<file path="src/rtl/accumulator32_seq.sv">
// accumulator32_seq: sums a block of NSAMP 32-bit words through an internal
// carry-select adder and presents the block total on a valid/ready output.
// Optional build macro: SATURATE_EN clamps the accumulator to all ones on the
// first adder carry-out of a block. Without it the sum wraps modulo 2^32.
// The sticky carry reports overflow in both builds.

// carry_select_adder32: 8 blocks of 4 bits. Each block precomputes both carry
// hypotheses and the incoming block carry selects one of them.
module carry_select_adder32 (
  input  logic [31:0] in1,
  input  logic [31:0] in2,
  input  logic        cin,
  output logic [31:0] sum,
  output logic        carryout
);

  logic [8:0] c;

  assign c[0] = cin;

  for (genvar b = 0; b < 8; b++) begin : g_blk
    logic [4:0] r0;
    logic [4:0] r1;

    assign r0             = {1'b0, in1[4*b+3:4*b]} + {1'b0, in2[4*b+3:4*b]};
    assign r1             = r0 + 5'd1;
    assign sum[4*b+3:4*b] = c[b] ? r1[3:0] : r0[3:0];
    assign c[b+1]         = c[b] ? r1[4]   : r0[4];
  end

  assign carryout = c[8];

endmodule

module accumulator32_seq #(
  parameter int NSAMP = 8,
  parameter int CW    = 8
) (
  input  logic          clk,
  input  logic          reset,
  input  logic          clear,
  input  logic          in_valid,
  input  logic [31:0]   in_data,
  output logic          in_ready,
  output logic          out_valid,
  input  logic          out_ready,
  output logic [31:0]   out_sum,
  output logic          out_carry,
  output logic [CW-1:0] out_count,
  output logic          busy
);

  typedef enum logic [1:0] {
    IDLE  = 2'd0,
    ACCUM = 2'd1,
    DONE  = 2'd2
  } state_t;

  localparam logic [CW-1:0] LAST = CW'(NSAMP);

  state_t        state, state_next;
  logic [31:0]   acc, acc_next;
  logic [CW-1:0] cnt, cnt_next;
  logic          sticky, sticky_next;
  logic [31:0]   add_sum;
  logic          add_cout;
  logic          accept;

  carry_select_adder32 u_adder (
    .in1      (acc),
    .in2      (in_data),
    .cin      (1'b0),
    .sum      (add_sum),
    .carryout (add_cout)
  );

  // in_ready is gated by reset so it drops immediately, not only once state settles.
  assign in_ready  = (state != DONE) & ~reset;
  assign accept    = in_valid & in_ready;
  assign out_valid = (state == DONE);
  assign busy      = (state == ACCUM);
  assign out_sum   = acc;
  assign out_carry = sticky;
  assign out_count = cnt;

  // Next-state and datapath update; clear overrides accept and output handshake.
  always_comb begin
    state_next  = state;
    acc_next    = acc;
    cnt_next    = cnt;
    sticky_next = sticky;
    if (clear) begin
      state_next  = IDLE;
      acc_next    = '0;
      cnt_next    = '0;
      sticky_next = 1'b0;
    end else begin
      case (state)
        IDLE: begin
          if (accept) begin
            // First word of a block: accumulator is treated as zero, no carry possible.
            acc_next    = in_data;
            cnt_next    = CW'(1);
            sticky_next = 1'b0;
            state_next  = (NSAMP == 1) ? DONE : ACCUM;
          end
        end
        ACCUM: begin
          if (accept) begin
`ifdef SATURATE_EN
            acc_next = add_cout ? '1 : add_sum;
`else
            acc_next = add_sum;
`endif
            sticky_next = sticky | add_cout;
            cnt_next    = cnt + CW'(1);
            if (cnt_next == LAST) state_next = DONE;
          end
        end
        DONE: begin
          if (out_ready) begin
            acc_next    = '0;
            cnt_next    = '0;
            sticky_next = 1'b0;
            state_next  = IDLE;
          end
        end
        default: state_next = IDLE;
      endcase
    end
  end

  // State and datapath registers with asynchronous reset.
  always_ff @(posedge clk or posedge reset) begin
    if (reset) begin
      state  <= IDLE;
      acc    <= '0;
      cnt    <= '0;
      sticky <= 1'b0;
    end else begin
      state  <= state_next;
      acc    <= acc_next;
      cnt    <= cnt_next;
      sticky <= sticky_next;
    end
  end

endmodule
</file>
<file path="config.mk">
export PLATFORM = sky130hd
export DESIGN_NAME = accumulator32_seq
export DESIGN_NICKNAME = d
export VERILOG_FILES = /design/src/rtl/accumulator32_seq.sv
export SDC_FILE = /design/constraint.sdc
export NUM_CORES = 1
export LEC_CHECK = 0
export ABC_AREA = 1
export CAP_MARGIN = 10
export CORE_MARGIN = 5
export CORE_UTILIZATION = 53
export DETAILED_ROUTE_END_ITERATION = 10
export PLACE_DENSITY = 0.84
export REMOVE_ABC_BUFFERS = 1
export SYNTH_ARGS = -nofsm -noshare
export SYNTH_HDL_FRONTEND = slang
export SYNTH_SLANG_ARGS = --single-unit
export TNS_END_PERCENT = 100
</file>
<file path="constraint.sdc">
create_clock -name clk -period 3.07 [get_ports clk]
set_input_delay 0.614 -clock clk [delete_from_list [all_inputs] [get_ports clk]]
set_output_delay 0.614 -clock clk [all_outputs]
set_load 0.05 [all_outputs]
</file>
-- Word level (Yosys, flattened, before mapping)
Index checks and enable logic that the tools add are counted.
- output and inout port bits: 44
- bits of input ports: 37
- bits in registers: 43
- logic and storage cells: 71
- equality and inequality tests: 8
- bitwise logic cells: 4
- reductions and logical operators: 4
- add/sub/neg operators: 16
- multiplexer cells: 35
- operators by type and width (kind ; number):
    32-bit two-way mux ; 4
    32-bit case mux with 3 select lines ; 1
    4-bit by 4-bit adder with 5-bit output ; 8
    5-bit by 1-bit adder with 5-bit output (second input constant) ; 7
    8-bit two-way mux ; 4
    4-bit two-way mux ; 7
    8-bit case mux with 3 select lines ; 1
    1-bit two-way mux ; 11
    2-bit two-way mux ; 5
    3-bit by 2-bit inequality test with 1-bit output (second input constant) ; 3
    8-bit by 1-bit adder with 8-bit output (second input constant) ; 1
    8-bit by 4-bit == test with 1-bit output (second input constant) ; 1
    4-bit AND reduction ; 2
    2-bit case mux with 3 select lines ; 1
    4-bit nonzero test ; 1
    3-bit inequality test (second input constant) ; 1
    1-bit case mux with 3 select lines ; 1
    1-bit bitwise AND ; 2
    2-bit by 1-bit == test with 1-bit output (second input constant) ; 1
    2-bit == test (second input constant) ; 1
    2-bit logical NOT ; 1
    2-bit inequality test (second input constant) ; 1
    1-bit NOT ; 1
    1-bit OR ; 1

-- Depth between registers and ports, before layout
Gate-level depths: netlist of the first run.
- word-level depth: 13
- depth in mapped cells: 24
- depth with buffers taken out: 24

-- Cells and area by module
From an unflattened synthesis of the first run, not the netlist that was laid out.
- cell total of the unflattened synthesis: 641
- area, all modules: 4601.9 um^2
- by module, submodules not included (module ; area an instance (um^2) ; cells an instance ; instances ; sequential area each (um^2)):
    accumulator32_seq ; 2519.9 ; 355 ; 1 ; 1076.0
    carry_select_adder32 ; 2082.0 ; 286 ; 1 ; 0.0

-- Worst setup path after synthesis of the first run
OpenSTA, ideal clock, no wires.
- path kind: reg-to-reg
- start: register acc[0] (netlist: out_sum[0])
- end: register acc[31] (netlist: out_sum[31])
- buffers on the path: 0
- setup slack: 0.086 ns
- required time: 2.952 ns
- setup time: 0.118 ns
- arrival: 2.866 ns
- clock period less this slack: 2.984 ns
- cell stages (with the launch flop): 24
- cell sequence: dfrtp_1 -> ha_1 -> inv_1 -> fa_1 -> inv_1 -> nand3_1 -> nand2_1 -> nand2_1 -> nor2_4 -> nand2_2 -> nand2_4 -> nand2_4 -> nand2_4 -> nand3_2 -> nand2_4 -> nand2_4 -> nand3_4 -> nand3_4 -> nand2_4 -> nand2_1 -> nand3_1 -> nand2_1 -> nand2_1 -> nand2_1
- cells in the longest elaborated chain, start to end: 11
- RTL lines (item ; line ; text):
    from (decl) ; 62 ; logic [31:0] acc, acc_next;
    from (signal assigned) ; 142 ; acc <= acc_next;
    4-bit by 4-bit adder with 5-bit output ; 25 ; assign r0 = {1'b0, in1[4*b+3:4*b]} + {1'b0, in2[4*b+3:4*b]};
    1-bit two-way mux (6 in series) ; 28 ; assign c[b+1] = c[b] ? r1[4] : r0[4];
    4-bit two-way mux ; 27 ; assign sum[4*b+3:4*b] = c[b] ? r1[3:0] : r0[3:0];
    32-bit two-way mux ; 109 ; if (accept) begin
    32-bit case mux with 3 select lines ; 98 ; case (state)
    32-bit two-way mux ; 92 ; if (clear) begin
Every way passes these cells. The select of a mux whose other input is x is not followed.
A chain may end at the register's enable or synchronous reset.

-- Worst setup path after layout of the first run
- start: input port in_data[5]
- end: register sticky (netlist: out_carry)
- cells in the longest elaborated chain, start to end: 13
- RTL lines (item ; line ; text):
    from (decl) ; 43 ; input logic [31:0] in_data,
    4-bit by 4-bit adder with 5-bit output (*) ; 25 ;
    5-bit by 1-bit adder with 5-bit output ; 26 ; assign r1 = r0 + 5'd1;
    1-bit two-way mux (*) (7 in series) ; 28 ;
    1-bit OR (*) ; 115 ; sticky_next = sticky | add_cout;
    1-bit two-way mux (*) ; 109 ;
    1-bit case mux with 3 select lines (*) ; 98 ;
    1-bit two-way mux (*) ; 92 ;
    to (signal assigned) ; 144 ; sticky <= sticky_next;
    to (decl) ; 64 ; logic sticky, sticky_next;
Every way passes the cells marked *; elsewhere a longest branch is shown, timed or not. The select of a mux whose other input is x is not followed.

==> run_results.csv, run 1 <==
group,metric,value,unit
die,rows,32,
cts,hold_buffers,0,
drt,dr.pass1.iters,5,
critical_path,crit_slowest_cell,"fa_1",
pwr,seqPwrFrac,0.146,
cts,insertion_delay,320,ps
critical_path,crit_chain,"clkdlybuf4s15_1 > fa_1 > ha_2 > nand2_4 > nor2_4 > nand2_2 > nand2_4 > nand2_4 > nand2_4 > nand2_4 > nand2_8 > nand2_4 > nand2_4 > nand3b_4 > nand3_4 > nand2_4 > buf_6 > nand3_2 > nand3_2 > a21oi_2",
logic_synthesis,ys_types,44,
timing,finClkSkew,14.3,ps
status,status,"completed",
drt,drtAntennaViolNets,0,
cts,cts_made_buffers,5,
global_routing,grt_max_degree,44,
timing,slew_headroom,0.456,
timing,finalHoldViolations,0,
timing,period_minus_slack,3010,ps
drt,drc,0,
global_routing,track_usage,0.243,
timing,tightest_slew,816,ps
cts,cts_buffer_depth,2,
critical_path,end_kind,"register",
drt,vias,4306,
global_routing,antenna_found_initial,0,
global_routing,grt_overflow_total,0,
layout,synthToLayoutAreaGrowth,40.8,%
drt,drt-wirelength-per-cell,15.9,um
pwr,cellPowerDensity,1200,mW/mm2
die,ioPinCount,81,
layout,fin_util,0.760,
placed_design,dp_hpwl,8.54,mm
cts,cts.clk_slew.worst_paths,90,ps
drt,drt_wl_total,12.2,mm
flow_run,max_cap_violations,0,
logic_synthesis,synthFlopType,"dfrtp_1",
critical_path,cpLargestDelayFamily,"simple AND/OR/NAND/NOR gates",
pwr,combPwrFrac,0.797,
pwr,p_sw,3.83,mW
layout,n_antenna_cell,0,
critical_path,path_max_fanout,5,
global_routing,grt_pass1_wl,19.7,mm
timing,finalMaxSlewViolations,0,
logic_synthesis,synth_edf_count,0,
drt,drt_iter0_drc,217,
critical_path,criticalPathCategory,"in2reg",
critical_path,crit_buf_inv,2,
placed_design,io_buffer_count,80,
critical_path,cp.required,3310,ps
hold_path,hold_class,"reg2reg",
logic_synthesis,synthArstFlopShare,1.00,
timing,fin_crit_sh,0.982,
pwr,p_int,3.14,mW
cts,cts_sinks,43,
layout,layout-drive-gt1-share,0.220,
global_routing,grt_pass1_vias,4310,
logic_synthesis,seq_area_frac_synth,0.261,
pwr,total_power,6.97,mW
pwr,peakVddDrop,0.713,mV
logic_synthesis,avgSynthCellArea,7.85,um2
timing,fmax,0.332,GHz
drt,viasPerCell,5.63,
die,core-area,0.00765,mm2
die,fp.dieH,98.3,um
critical_path,crit_path_start_kind,"primary input",
cts,h-tree-depth,2,
logic_synthesis,yosys_warnings,0,
layout,nets,751,
timing,final-setup-viol-count,0,
cts,cts_tree,"done",
placed_design,gp_congestion,0.934,
die,die-area,0.00966,mm2
logic_synthesis,synthesis.area,0.00413,mm2
logic_synthesis,ys_seq_elements,43,
die,start_util,0.540,
critical_path,worstPathArrival,3260,ps
timing,grt_setup_unrepaired,"true",
pwr,swShare,0.549,
critical_path,cpPeakStageDelay,640,ps
logic_synthesis,syn-instance-count,526,
die,die_w,98.3,um
pwr,p_clk_frac,0.057,
pwr,leakagePower,2.82,nW
cts,cts-root-buf,"clkbuf_8",
critical_path,crit_top_cell,"nand2_4",
==> timing repair <==
item	in CTS	in global routing
setup endpoints to repair	17	16
pin swaps	25	35
setup buffers	5	12
gates resized for setup	32	40
==> cell usage after synthesis, types with 9 or more instances <==
cell type  number  area, um2
a21o_1         10       75.1
nor2_1         22       82.6
nand2_1       120        450
nand3_1        50        250
dfrtp_1        43       1080
clkbuf_1       10       37.5
ha_1           44        551
xor2_1         19        166
a21oi_1        22        110
nand3_2         9       90.1
inv_1          58        218
o21ai_0        25        125
==> registers in the layout (all words and copies together) (netlist names) <==
register	cells
out_count	8
state	2
out_carry	1
out_sum	32
==> metal layers <==
metal | vias up | part of all wire | wire (um) | global-route usage
met5 | - | 0 | 0 | 0
met4 | 0 | 0.019 | 233 | 0.0683
met3 | 29 | 0.055 | 675 | 0.0350
met2 | 145 | 0.51 | 6260 | 0.441
met1 | 2065 | 0.41 | 5010 | 0.300
li1 | 2067 | - | - | -
==> stage by stage <==
step           instance area, um2  setup WS [ps]  setup TNS (ps)  hold slack (ps)  cells
2_1_floorplan                4080           -736          -21170              481    514
3_3_place_gp                 5350           -416           -6420              489    740
3_5_place_dp                 5350           -565           -9280              497    740
4_1_cts                      5570           2.29               0              523    753
5_1_grt                      5820          -69.0            -494              550    765
6_report                     5820           55.4               0              519    765
==> power groups by stage <==
stage | Clock (mW) | Sequential (mW) | Combinational [mW]
floorplan | 0 | 1.70 | 2.65
global placement | 0 | 0.997 | 4.77
detailed placement | 0 | 1.01 | 4.94
CTS | 0.403 | 1.00 | 5.12
global route | 0.430 | 1.05 | 6.03
finish | 0.396 | 1.02 | 5.56
==> cell type report <==
type                       count  area [um2]
clock inverter                 3        23.8
clock buffer                   5        68.8
tap                          102         128
timing repair buffer         141        1270
sequential                    43        1080
multi-input combinational    411        3020
inverter                      60         225
fill                         525        1830
==> cells by family after synthesis <==
| group | after synthesis | synth area share |
|---|---|---|
| fa+ha+maj | 52 | 0.172 |
| simple gates | 236 | 0.293 |
| buf+inv | 72 | 0.0666 |
| flops | 43 | 0.261 |
| compound gates | 98 | 0.153 |
| xor+xnor | 25 | 0.0548 |
==> path summary, 6_finish.rpt <==
kind                              from     endpoint  slack (ps)  cells after the start
max in group asynchronous        reset  out_sum[13]        2170                      3
hold / removal             out_sum[19]  out_sum[19]         520                      1
min in group asynchronous        reset  out_sum[21]         680                      3
setup / recovery            in_data[5]    out_carry          60                     20
hold reg to reg            out_sum[19]  out_sum[19]         520                      1
setup reg to reg            out_sum[4]    out_carry          80                     20
==> cells in the final DEF (no fill, tap or decap), drive strengths merged, types with 10 or more instances in the layout <==
cell           count
o21ai             28
clkdlybuf4s50     70
xor2              20
nand2            131
dfrtp             43
buf               62
ha                44
nor2              24
nand3             64
a21o              10
inv               59
a21oi             24
Power figures use the tool's default switching activity.
==> run 2, diff against run 1 <==
- CORE_UTILIZATION: 53 -> 55
- PLACE_DENSITY: 0.84 -> 0.85
- SYNTH_HIERARCHICAL: not set -> 1
==> run_results.csv, run 2 <==
group,metric,value,unit
layout,layout-drive-gt1-share,0.192,
timing,fin_crit_sh,1.03,
global_routing,grt_pass1_wl,20.5,mm
layout,largest_register_ffs,32,
timing,period_minus_slack,3170,ps
die,core-area,0.00818,mm2
timing,grt_setup_unrepaired,"true",
layout,n_antenna_cell,0,
logic_synthesis,post_synth_mux_area_share,0.00245,
timing,fmax,0.316,GHz
logic_synthesis,synth_commonest_cells,"nand2_1, nand3_1, inv_1",
logic_synthesis,synth_top_area_frac,0.234,
critical_path,worstPathArrival,3390,ps
die,die_w,101,um
global_routing,grt_util_met3,0.0393,
drt,vias,4721,
cts,cts.clk_slew.worst_paths,90,ps
placed_design,place_area,0.00577,mm2
drt,dr.pass1.iters,5,
pwr,cellPowerDensity,1130,mW/mm2
logic_synthesis,yosys.area.top_type,"dfrtp_1",
global_routing,track_usage,0.242,
drt,drt_wl_total,12.7,mm
critical_path,end_kind,"register",
global_routing,use_met1,0.273,
timing,tightest_slew,616,ps
global_routing,grt_overflow_total,0,
layout,num-fill-cells,588,
timing,setup_tns,-479,ps
layout,nets,850,
critical_path,reg2reg_depth,23,
critical_path,r2r_start,"out_sum[4]",
status,status,"finished, violations left",
timing,finClkSkew,12.1,ps
die,ioPinCount,81,
hold_path,min-delay-start,"out_sum[2]",
layout,fin_util,0.749,
hold_path,hold_path_depth,2,
critical_path,criticalPathCategory,"in2reg",
critical_path,crit_path_start_kind,"primary input",
logic_synthesis,synthesis.area,0.00460,mm2
logic_synthesis,synth_compound_area_frac,0.0878,
global_routing,antenna_found_initial,0,
critical_path,cp.required,3290,ps
cts,insertion_delay,300,ps
global_routing,grt_max_degree,44,
timing,layout_setup_ws,-96.0,ps
pwr,leakagePower,3.08,nW
logic_synthesis,seq_area_frac_synth,0.234,
global_routing,grt_pass1_vias,4711,
cts,h-tree-depth,2,
timing,final-setup-viol-count,10,
drt,viasPerCell,5.46,
global_routing,use_met2,0.460,
drt,drt_iter0_drc,317,
cts,cts_tree,"done",
layout,stdcell_area,0.00613,mm2
logic_synthesis,synth_top_family_by_area,"simple AND/OR/NAND/NOR gates",
logic_synthesis,ys_seq_elements,43,
cts,cts_made_buffers,5,
logic_synthesis,synth-xor-area-share,0.0704,
logic_synthesis,synth.most_common_cell,"nand2_1",
logic_synthesis,synth_area_leaders,"dfrtp_1, nand2_1, ha_1",
logic_synthesis,yosys_warnings,6,
global_routing,busiest_layer,"met2",
hold_path,hold_class,"reg2reg",
logic_synthesis,syn-instance-count,641,
die,rows,33,
layout,synthToLayoutAreaGrowth,33.1,%
timing,finalMaxSlewViolations,0,
logic_synthesis,synthArstFlopShare,1.00,
timing,slew_headroom,0.589,
die,fp.dieH,101,um
placed_design,pre_cts_slack,-649,ps
cts,hold_buffers,0,
logic_synthesis,synth_edf_count,0,
placed_design,dp_hpwl,8.81,mm
critical_path,path_max_fanout,5,
cts,cts_sinks,43,
timing,timing.hold.ws,531,ps
flow_run,max_cap_violations,0,
logic_synthesis,synth_adder_area_share,0.160,
drt,drt-wirelength-per-cell,14.7,um
layout,final_common_cell,"nand2_1",
placed_design,io_buffer_count,80,
logic_synthesis,yosys.area_share.simple,0.372,
logic_synthesis,ys_types,39,
layout,final_cell_mix,"nand2_1, clkdlybuf4s50_1, nand3_1",
cts,cts_buffer_depth,2,
logic_synthesis,synthFlopType,"dfrtp_1",
drt,drc,0,
timing,finalHoldViolations,0,
logic_synthesis,avgSynthCellArea,7.18,um2
cts,cts-root-buf,"clkbuf_8",
die,die-area,0.0103,mm2
drt,drtAntennaViolNets,0,
critical_path,crit_start,"in_data[16]",
die,start_util,0.563,
status,violations,"setup timing",
pwr,peakVddDrop,0.495,mV
placed_design,gp_congestion,0.908,
[run 2: cell types whose count changed after synthesis, sizes merged, moves of 8 or more]
cell   delta
nand3    +29
o21ai    +13
nand2   +100
a22o      -8
a21oi    -11
buf      +11
xnor2     +8
[run 2: area by class of cell]
type | instances | area (um2) | area share
timing repair buffer | 130 | 1180 | 0.192
clock buffer | 8 | 100 | 0.0163
tap | 105 | 131 | 0.0214
inverter | 55 | 206 | 0.0337
sequential | 43 | 1080 | 0.176
multi-input combinational | 524 | 3430 | 0.560
[run 2: metrics by stage]
| stage | std cells | total power [mW] |
|---|---|---|
| 2_1_floorplan | 622 | 4.36 |
| 5_1_grt | 865 | 7.46 |
| 3_5_place_dp | 852 | 5.92 |
| 3_3_place_gp | 852 | 5.74 |
| 6_report | 865 | 6.94 |
| 4_1_cts | 862 | 6.54 |
[run 2: what timing repair did]
action                                  in CTS  in global routing
resized for setup                           34                 36
pin swaps                                   34                 34
endpoints found under the setup margin      22                 20
hold endpoints to repair                     0                  0
setup buffers                                2                  3
[run 2: per-layer routing]
metal | share of wire | wire, um | up-vias
met5 | 0 | 0 | -
met3 | 0.049 | 621 | 22
li1 | - | - | 2329
met1 | 0.39 | 4920 | 2234
met4 | 0.020 | 260 | 0
met2 | 0.54 | 6910 | 136
[run 2: worst max-delay path, stage by stage]
cell             delay, ps
clkdlybuf4s50_1        500
ha_2                   200
fa_1                   450
ha_2                   220
nand3_1                 90
xor2_1                 220
inv_1                  100
nand3_4                130
buf_4                  130
nand3_2                 90
nand3_4                130
nand3_2                100
nand2_2                 70
nand3_1                 90
nand2_1                 90
nand2_1                 60
o21ai_2                120
[run 2: cells by family (layout without fill, tap and decap cells)]
group,count (synthesis),in the layout
AND/OR/NAND/NOR,362,362
adder cells (fa/ha/maj),54,54
AO/OA/AOI/OAI,66,66
buffers and inverters,77,193
flip-flops,43,43
multiplexers,1,1
other,1,4
XOR/XNOR,37,37
[run 2: worst paths after layout]
| check | to | slack (ps) |
|---|---|---|
| worst max register to register | out_sum[31] | -30 |
| worst min register to register | out_sum[2] | 530 |
| max in group asynchronous | out_sum[4] | 1830 |
| min in group asynchronous | out_sum[1] | 810 |
| worst max-delay path | out_sum[29] | -100 |
| worst min-delay path | out_sum[2] | 530 |
[run 2: where the power goes]
part	leakage [nW]	switching, mW	total (mW)	internal (mW)
Sequential	0.572	0.208	0.957	0.749
Combinational	2.46	3.39	5.57	2.18
Clock	0.0515	0.210	0.416	0.206
Total	3.08	3.81	6.94	3.13
